$ cat config.mk
export PLATFORM = sky130hd
export DESIGN_NAME = ram_arbiter
export DESIGN_NICKNAME = d
export VERILOG_FILES = /design/src/rtl/ram_arbiter.sv
export SDC_FILE = /design/constraint.sdc
export NUM_CORES = 1
export LEC_CHECK = 0
export CORE_MARGIN = 2
export CORE_UTILIZATION = 42
export CTS_CLUSTER_SIZE = 24
export DETAILED_ROUTE_END_ITERATION = 6
export PLACE_DENSITY = 0.91
export SETUP_SLACK_MARGIN = 0.02
export SLEW_MARGIN = 20
export SYNTH_ARGS = -nofsm -noshare
export SYNTH_HDL_FRONTEND = slang
export SYNTH_HIERARCHICAL = 1
export SYNTH_SLANG_ARGS = --single-unit
$ cat constraint.sdc
create_clock -name clk -period 2.5 [get_ports clk]
set_input_delay 0.25 -clock clk [delete_from_list [all_inputs] [get_ports clk]]
set_output_delay 0.25 -clock clk [all_outputs]
set_load 0.1 [all_outputs]
$ cat src/rtl/ram_arbiter.sv
// Round-robin front end that shares one single-port synchronous RAM between two requesters.
// RAM pins are driven from registers; read data returns to the issuing port 3 cycles after its grant.

module ram_arbiter_port #(
    parameter int DW = 32
) (
    input  logic          clk,
    input  logic          reset,
    input  logic          hit,
    input  logic [DW-1:0] data,
    output logic          rvalid,
    output logic [DW-1:0] rdata
);
    always_ff @(posedge clk) begin
        if (reset) begin
            rvalid <= 1'b0;
            rdata  <= '0;
        end else begin
            rvalid <= hit;
            if (hit) rdata <= data;
        end
    end
endmodule

module ram_arbiter #(
    parameter int AW        = 5,
    parameter int DW        = 32,
    parameter int MAX_BURST = 4
) (
    input  logic          clk,
    input  logic          reset,
    input  logic          m0_req,
    input  logic          m0_wr,
    input  logic [AW-1:0] m0_addr,
    input  logic [DW-1:0] m0_wdata,
    output logic          m0_gnt,
    output logic          m0_rvalid,
    output logic [DW-1:0] m0_rdata,
    input  logic          m1_req,
    input  logic          m1_wr,
    input  logic [AW-1:0] m1_addr,
    input  logic [DW-1:0] m1_wdata,
    output logic          m1_gnt,
    output logic          m1_rvalid,
    output logic [DW-1:0] m1_rdata,
    output logic          cen,
    output logic          wen,
    output logic [AW-1:0] S_addr,
    output logic [DW-1:0] S_din,
    input  logic [DW-1:0] S_dout
);
    localparam int NP     = 2;
    localparam int STAGES = 2;
    localparam int BW     = $clog2(MAX_BURST + 1);
    localparam logic [BW-1:0] BMAX = BW'(MAX_BURST);

    typedef struct packed {
        logic          wr;
        logic [AW-1:0] addr;
        logic [DW-1:0] wdata;
    } cmd_t;

    typedef enum logic [1:0] {IDLE = 2'd0, OWN0 = 2'd1, OWN1 = 2'd2} state_t;

    state_t             state, state_nxt;
    logic [NP-1:0]      req, gnt, hit, rvalid;
    cmd_t [NP-1:0]      cmd;
    cmd_t               sel;
    logic               any, win, owner, last;
    logic [BW-1:0]      burst_cnt;
    logic [STAGES:1]    vld_pipe, port_pipe;
    logic [NP-1:0][DW-1:0] rdata;

    assign req    = {m1_req, m0_req};
    assign cmd[0] = '{wr: m0_wr, addr: m0_addr, wdata: m0_wdata};
    assign cmd[1] = '{wr: m1_wr, addr: m1_addr, wdata: m1_wdata};
    assign owner  = (state == OWN1);
    assign sel    = cmd[win];

    always_ff @(posedge clk) begin
        if (reset) state <= IDLE;
        else       state <= state_nxt;
    end

    // The owner keeps the RAM until its burst is spent while the other side waits.
    always_comb begin
        any = 1'b0;
        win = 1'b0;
        case (state)
            IDLE: begin
                if (req[0] && req[1]) begin
                    any = 1'b1;
                    win = ~last;
                end else if (req[0] || req[1]) begin
                    any = 1'b1;
                    win = req[1];
                end
            end
            OWN0, OWN1: begin
                if (req[owner] && (!req[~owner] || burst_cnt < BMAX)) begin
                    any = 1'b1;
                    win = owner;
                end else if (req[~owner]) begin
                    any = 1'b1;
                    win = ~owner;
                end
            end
            default: ;
        endcase
        if (reset) any = 1'b0;
        state_nxt = !any ? IDLE : (win ? OWN1 : OWN0);
    end

    always_comb begin
        gnt = '0;
        if (any) gnt[win] = 1'b1;
    end

    assign m0_gnt = gnt[0];
    assign m1_gnt = gnt[1];

    always_ff @(posedge clk) begin
        if (reset) begin
            last      <= 1'b1;
            burst_cnt <= '0;
        end else if (any) begin
            last <= win;
            if (state == IDLE || win != owner) burst_cnt <= BW'(1);
            else if (burst_cnt != BMAX)        burst_cnt <= burst_cnt + BW'(1);
        end else begin
            burst_cnt <= '0;
        end
    end

    always_ff @(posedge clk) begin
        if (reset) begin
            cen    <= 1'b0;
            wen    <= 1'b0;
            S_addr <= '0;
            S_din  <= '0;
        end else if (any) begin
            cen    <= 1'b1;
            wen    <= sel.wr;
            S_addr <= sel.addr;
            S_din  <= sel.wdata;
        end else begin
            cen <= 1'b0;
            wen <= 1'b0;
        end
    end

    // Read tags ride alongside the RAM access so S_dout can be steered on arrival.
    always_ff @(posedge clk) begin
        if (reset) begin
            vld_pipe  <= '0;
            port_pipe <= '0;
        end else begin
            vld_pipe  <= {vld_pipe[STAGES-1:1], any & ~sel.wr};
            port_pipe <= {port_pipe[STAGES-1:1], win};
        end
    end

    for (genvar p = 0; p < NP; p++) begin : g_port
        assign hit[p] = vld_pipe[STAGES] && (port_pipe[STAGES] == 1'(p));
        ram_arbiter_port #(.DW(DW)) u_port (
            .clk    (clk),
            .reset  (reset),
            .hit    (hit[p]),
            .data   (S_dout),
            .rvalid (rvalid[p]),
            .rdata  (rdata[p])
        );
    end

    assign m0_rvalid = rvalid[0];
    assign m1_rvalid = rvalid[1];
    assign m0_rdata  = rdata[0];
    assign m1_rdata  = rdata[1];
endmodule

### Word level (Yosys, flattened, before mapping)

Cells that the tools add are included.

* input port bits: 112
* bits in writable memories: 0
* flip-flop bits (word level): 115
* output and inout port bits: 107
* bits in latches: 0
* memories: 0
* memory bits (read-only): 0
* word-level logic and storage cells: 68

* reduce and logical (&&, ||, !) cells: 14
* shifts and indexed selects: 0
* $add $sub $neg: 1
* equality and inequality tests: 4
* order comparisons: 5
* $mul: 0
* multiplexer cells: 24
* bitwise gates (word level): 6
* divide/modulo/power cells: 0

Operators by type and width (count)
* $mux W38: 2
* $mux W1: 17
* $lt A1 B2 Y1 const B: 3
* $logic_and A1 B1 Y1: 5
* $not A1 Y1: 5
* $mux W2: 2
* $pmux W1 S2: 2
* $reduce_or A2 Y1: 2
* $add A3 B1 Y3 const B: 1
* $logic_or A1 B1 Y1: 3
* $lt A3 B3 Y1 const B: 1
* $ne A3 B3 Y1 const B: 1
* $reduce_or A3 Y1: 1
* $eq A2 B1 Y1 const B: 1
* $eq A2 B2 Y1 const B: 1
* $logic_not A2 Y1: 1
* $reduce_bool A2 Y1: 1
* $and A1 B1 Y1: 1
* $demux W1 S1: 1
* $ge A1 B1 Y1 const B: 1
* $logic_not A1 Y1: 1
* $ne A1 B1 Y1: 1

### Longest topological paths before layout

Gate-level depths: netlist of the first run.

* word-level depth: 14
* mapped depth: 8
* mapped depth without buffers: 7

### Cells and area by module

Netlist of the first run, hierarchy kept.

Modules (own cells, without submodules)
* ram_arbiter_port: cells an instance 106, area each 1202.4 um^2, instances 2, sequential area each 660.6 um^2
* ram_arbiter: cells an instance 279, area each 2362.3 um^2, instances 1, sequential area each 980.9 um^2

### Worst setup path before layout of the first run

OpenSTA, ideal clock, no wires.

* path kind: reg2out
* start point: register state[0]
* end point: output m0_gnt
* data required time: 2.250 ns
* arrival: 3.425 ns
* path slack: -1.175 ns
* stages on the path, launching flop included: 7
* path buffers: 1
* cell sequence: dfxtp_1 inv_1 ha_1 and2b_4 o311a_1 clkbuf_1 nor3_1

* cells in the longest elaborated chain, start to end: 13
* elaborated cells on any way between the ends: 25
* classes of those cells: order compare (2); eq/ne (2); mux (14); bitwise (1); reduce/logical (6)

RTL lines
* start: declaration: line 65 `state_t state, state_nxt;`
* start signal: assignment: line 82 `else state <= state_nxt;`
* $eq A2 B2 Y1: line 77, 89
* $mux W1 (implied by the code) (2 in a row): line 100, 103
* $logic_not A1 Y1: line 100 `if (req[owner] && (!req[~owner] || burst_cnt < BMAX)) begin`
* $logic_or A1 B1 Y1: line 100
* $logic_and A1 B1 Y1: line 100
* $mux W1: line 100
* $pmux W1 S2: line 89 `case (state)`
* $lt A1 B2 Y1 (implied by the code) / $ge A1 B1 Y1 (equally long branches): line 116 `if (any) gnt[win] = 1'b1;`
* $logic_and A1 B1 Y1 (implied by the code): line 116
* $mux W1 (implied by the code): line 116
* $demux W1 S1: line 116
* $mux W2 *: line 116
* end: declaration: line 36 `output logic m0_gnt,`

Mark *: on every way between the ends. The rest lies on a longest branch, timed or not. The select of a mux whose other input is x is not followed.

### Final worst setup path of the first run

Ends and elaborated chain as after synthesis.

==> metrics.csv, run 1 <==
metric,value,unit
drt drc,0,
P per Cell Area,980.4,mW/mm²
maximum level of the CTS H-tree,4,
Vias/cell,5.246,
Initial DRC Count,287,
Power Total,7.217,mW
first-pass GRT wire length,22560,µm
"commonest cells after routing, fill and taps aside","120 x buf_4, 113 x dfxtp_1, 110 x clkdlybuf4s50_1",
critical path peak fanout,4,
I/O Pins,219,
maximum clock frequency,416.6,MHz
YS warnings,6,
Die H,110.5,µm
max_cap viols,0,
hpwl dp,10080,µm
global-route usage over all layers,22.56,%
post-synth top area share,48.29,%
clock latency on the worst-skew pair,0.40,ns
Num CTS Buffers,17,
Post-Place Setup Slack,0.2130,ns
setup_tns,0,ns
Worst Path Arrival,2.15,ns
RSZ-0062 raised after global routing,no,
antenna violations before repair,0,
drt total wl,14290,µm
CTS Root Cell,clkbuf_16,
vias in the first global route,4557,
VDD IR-drop max,0.0006304,V
Total Nets Final,819,
Post-DRT Antenna Nets,0,
CTS tree,yes,
critical path's largest stage delay,0.38,ns
GP Congestion,0.9598,
Mean Syn Cell Area,9.709,µm²
largest net degree at the start of global routing,67,
I/O Buffers,218,
CP Cell Sequence,"inv_2, ha_2, and2b_4, o311a_1, nor3_2, buf_12",
share of cells above drive strength 1,24.68,%
Final period util,96.01,%
status,"finished, final reports clean",
CTS Sinks,115,
Gate Count Post-Synth,491,
Worst Max-Slew Pin Slew,0.6329,ns
Critical Path End Type,output port,
Synth Net Count,609,
Synth Register Bits,115,
Hold Path Class,input port to register,
Setup Viol. Count Final,0,
WL/cell,16.76,µm
chip width,110.5,µm
CTS Buffer Depth,2,
post-synthesis cell type count,37,
diode count,0,
area of the die,0.01222,mm²
leakage,2.989,nW
CP Class,register to output port,
"most common cell after layout, fill and taps aside",buf_4,
Area contributors post-synth,"dfxtp_1 48%, mux2i_1 14%, nor2_1 7.7%, a311oi_1 6.8%, nand3_1 4.1%",
CORE AREA,0.01094,mm²
fin. max-slew vios,0,
Layout area overhead,54.41,%
startpoint types,register,
first-pass iteration count of the detailed router,5,
clk_skew,0.006873,ns
clock-pin slew on the worst setup and hold paths,0.05,ns
Vias,4475,
Initial Util,43.59,%
"Max stage delay cell, worst path",o311a_1,
final hold vios,0,
Slew HR,57.81,%
# fillers,828,
gr ovfl total,0,
post-synthesis cell area,0.004767,mm²
"Req. time, crit path",2.25,ns
min Tclk post-route,2.400,ns
cell area after layout,0.007361,mm²
post-synth top area cell,dfxtp_1,
post-synthesis sequential area ratio,48.29,%
Placed Area,0.006696,mm²
# rows,38,
final setup margin,0.09978,ns
-- area by class of cell --
type | instances | area (µm²) | area share (%)
repair buffers | 236 | 2127 | 28.90
clock inverters | 10 | 108.9 | 1.479
well taps | 140 | 175.2 | 2.380
flip-flops and latches | 115 | 2305 | 31.31
inverters | 6 | 22.52 | 0.3060
clock buffers | 21 | 460.4 | 6.255
multi-input cells | 325 | 2162 | 29.37
-- metal layers --
layer  wire, µm  vias up  track usage, %
li1           -     2164               -
met1       5576     2098           25.13
met2       7573      196           41.02
met3        962       17           5.928
met4        181        0           8.500
met5          0        -               0
-- where the power goes --
part | switching (mW) | internal (mW)
registers | 0.117 | 2.04
clock network | 0.817 | 1.50
logic | 2.00 | 0.737
total | 2.93 | 4.28
-- worst max-delay path: cells and delay by family, from the launching register on --
kind	cells	cell delay (ns)
DFF	1	0.33
adders and majority gates	1	0.23
AOI/OAI and AO/OA	1	0.38
buffers and inverters	2	0.32
and+or+nand+nor	2	0.48
-- synth_stat cells, drive strengths merged --
cell and instances:
a211o 1, a21oi 5, a311oi 37, and2 2, and2b 1, and3 2
buf 26, clkbuf 19, dfxtp 115, ha 6, inv 6, mux2i 66
nand2 2, nand2b 2, nand3 39, nand3b 1, nor2 102, nor2b 6
nor3 4, nor4 1, nor4b 2, o21a 1, o21ai 39, o21bai 1
o311a 1, o311ai 2, or4 1, xnor2 1
-- what timing repair did --
action | in CTS | in global routing
setup buffers | 2 | 3
gates resized for setup | 2 | 7
gates cloned | 0 | 1
endpoints found under the setup margin | 2 | 2
hold buffers | 0 | 0
pin swaps | 2 | 3
-- final timing paths --
kind	start	end	slack, ns	depth (start not counted)
worst min-delay path	reset	g_port[0].u_port/rdata[22]	0.31	2
worst min register to register	port_pipe[1]	port_pipe[2]	0.44	1
worst max-delay path	state[0]	m0_gnt	0.1	6
worst max register to register	state[1]	S_din[28]	0.32	7
-- flip-flops by register name (all words and copies together), names as in the netlist, 2 cells and up --
name                  cells
vld_pipe                  2
port_pipe                 2
S_addr                    5
S_din                    32
state                     2
g_port.u_port/rdata      64
g_port.u_port/rvalid      2
burst_cnt                 3
-- through the flow --
step	utilization (%)	instances	hold WS [ns]
finish	67.31	853	0.3056
detailed placement	61.24	816	0.4292
global placement	61.24	816	0.4173
CTS	66.69	849	0.2864
floorplan	-	491	0.3972
global route	67.31	853	0.3090
-- logic make-up (layout without fill, tap and decap cells) --
kind of cell    Yosys count  count (layout)  share of synthesized area (%)
compound gates           87              87                          12.86
xor+xnor                  1               1                         0.1838
fa+ha+maj                 6               6                          1.575
buf+inv                  51             273                          7.533
flops                   115             115                          48.29
mux                      66              66                          13.86
simple gates            165             165                          15.70
(Power assumes the default switching activity.)
==> run 2: changes to the inputs <==
- CTS_CLUSTER_DIAMETER: not set -> 60
==> results of run 2 <==
Same layout as run 1: the final DEF is identical, and so are final timing and power.
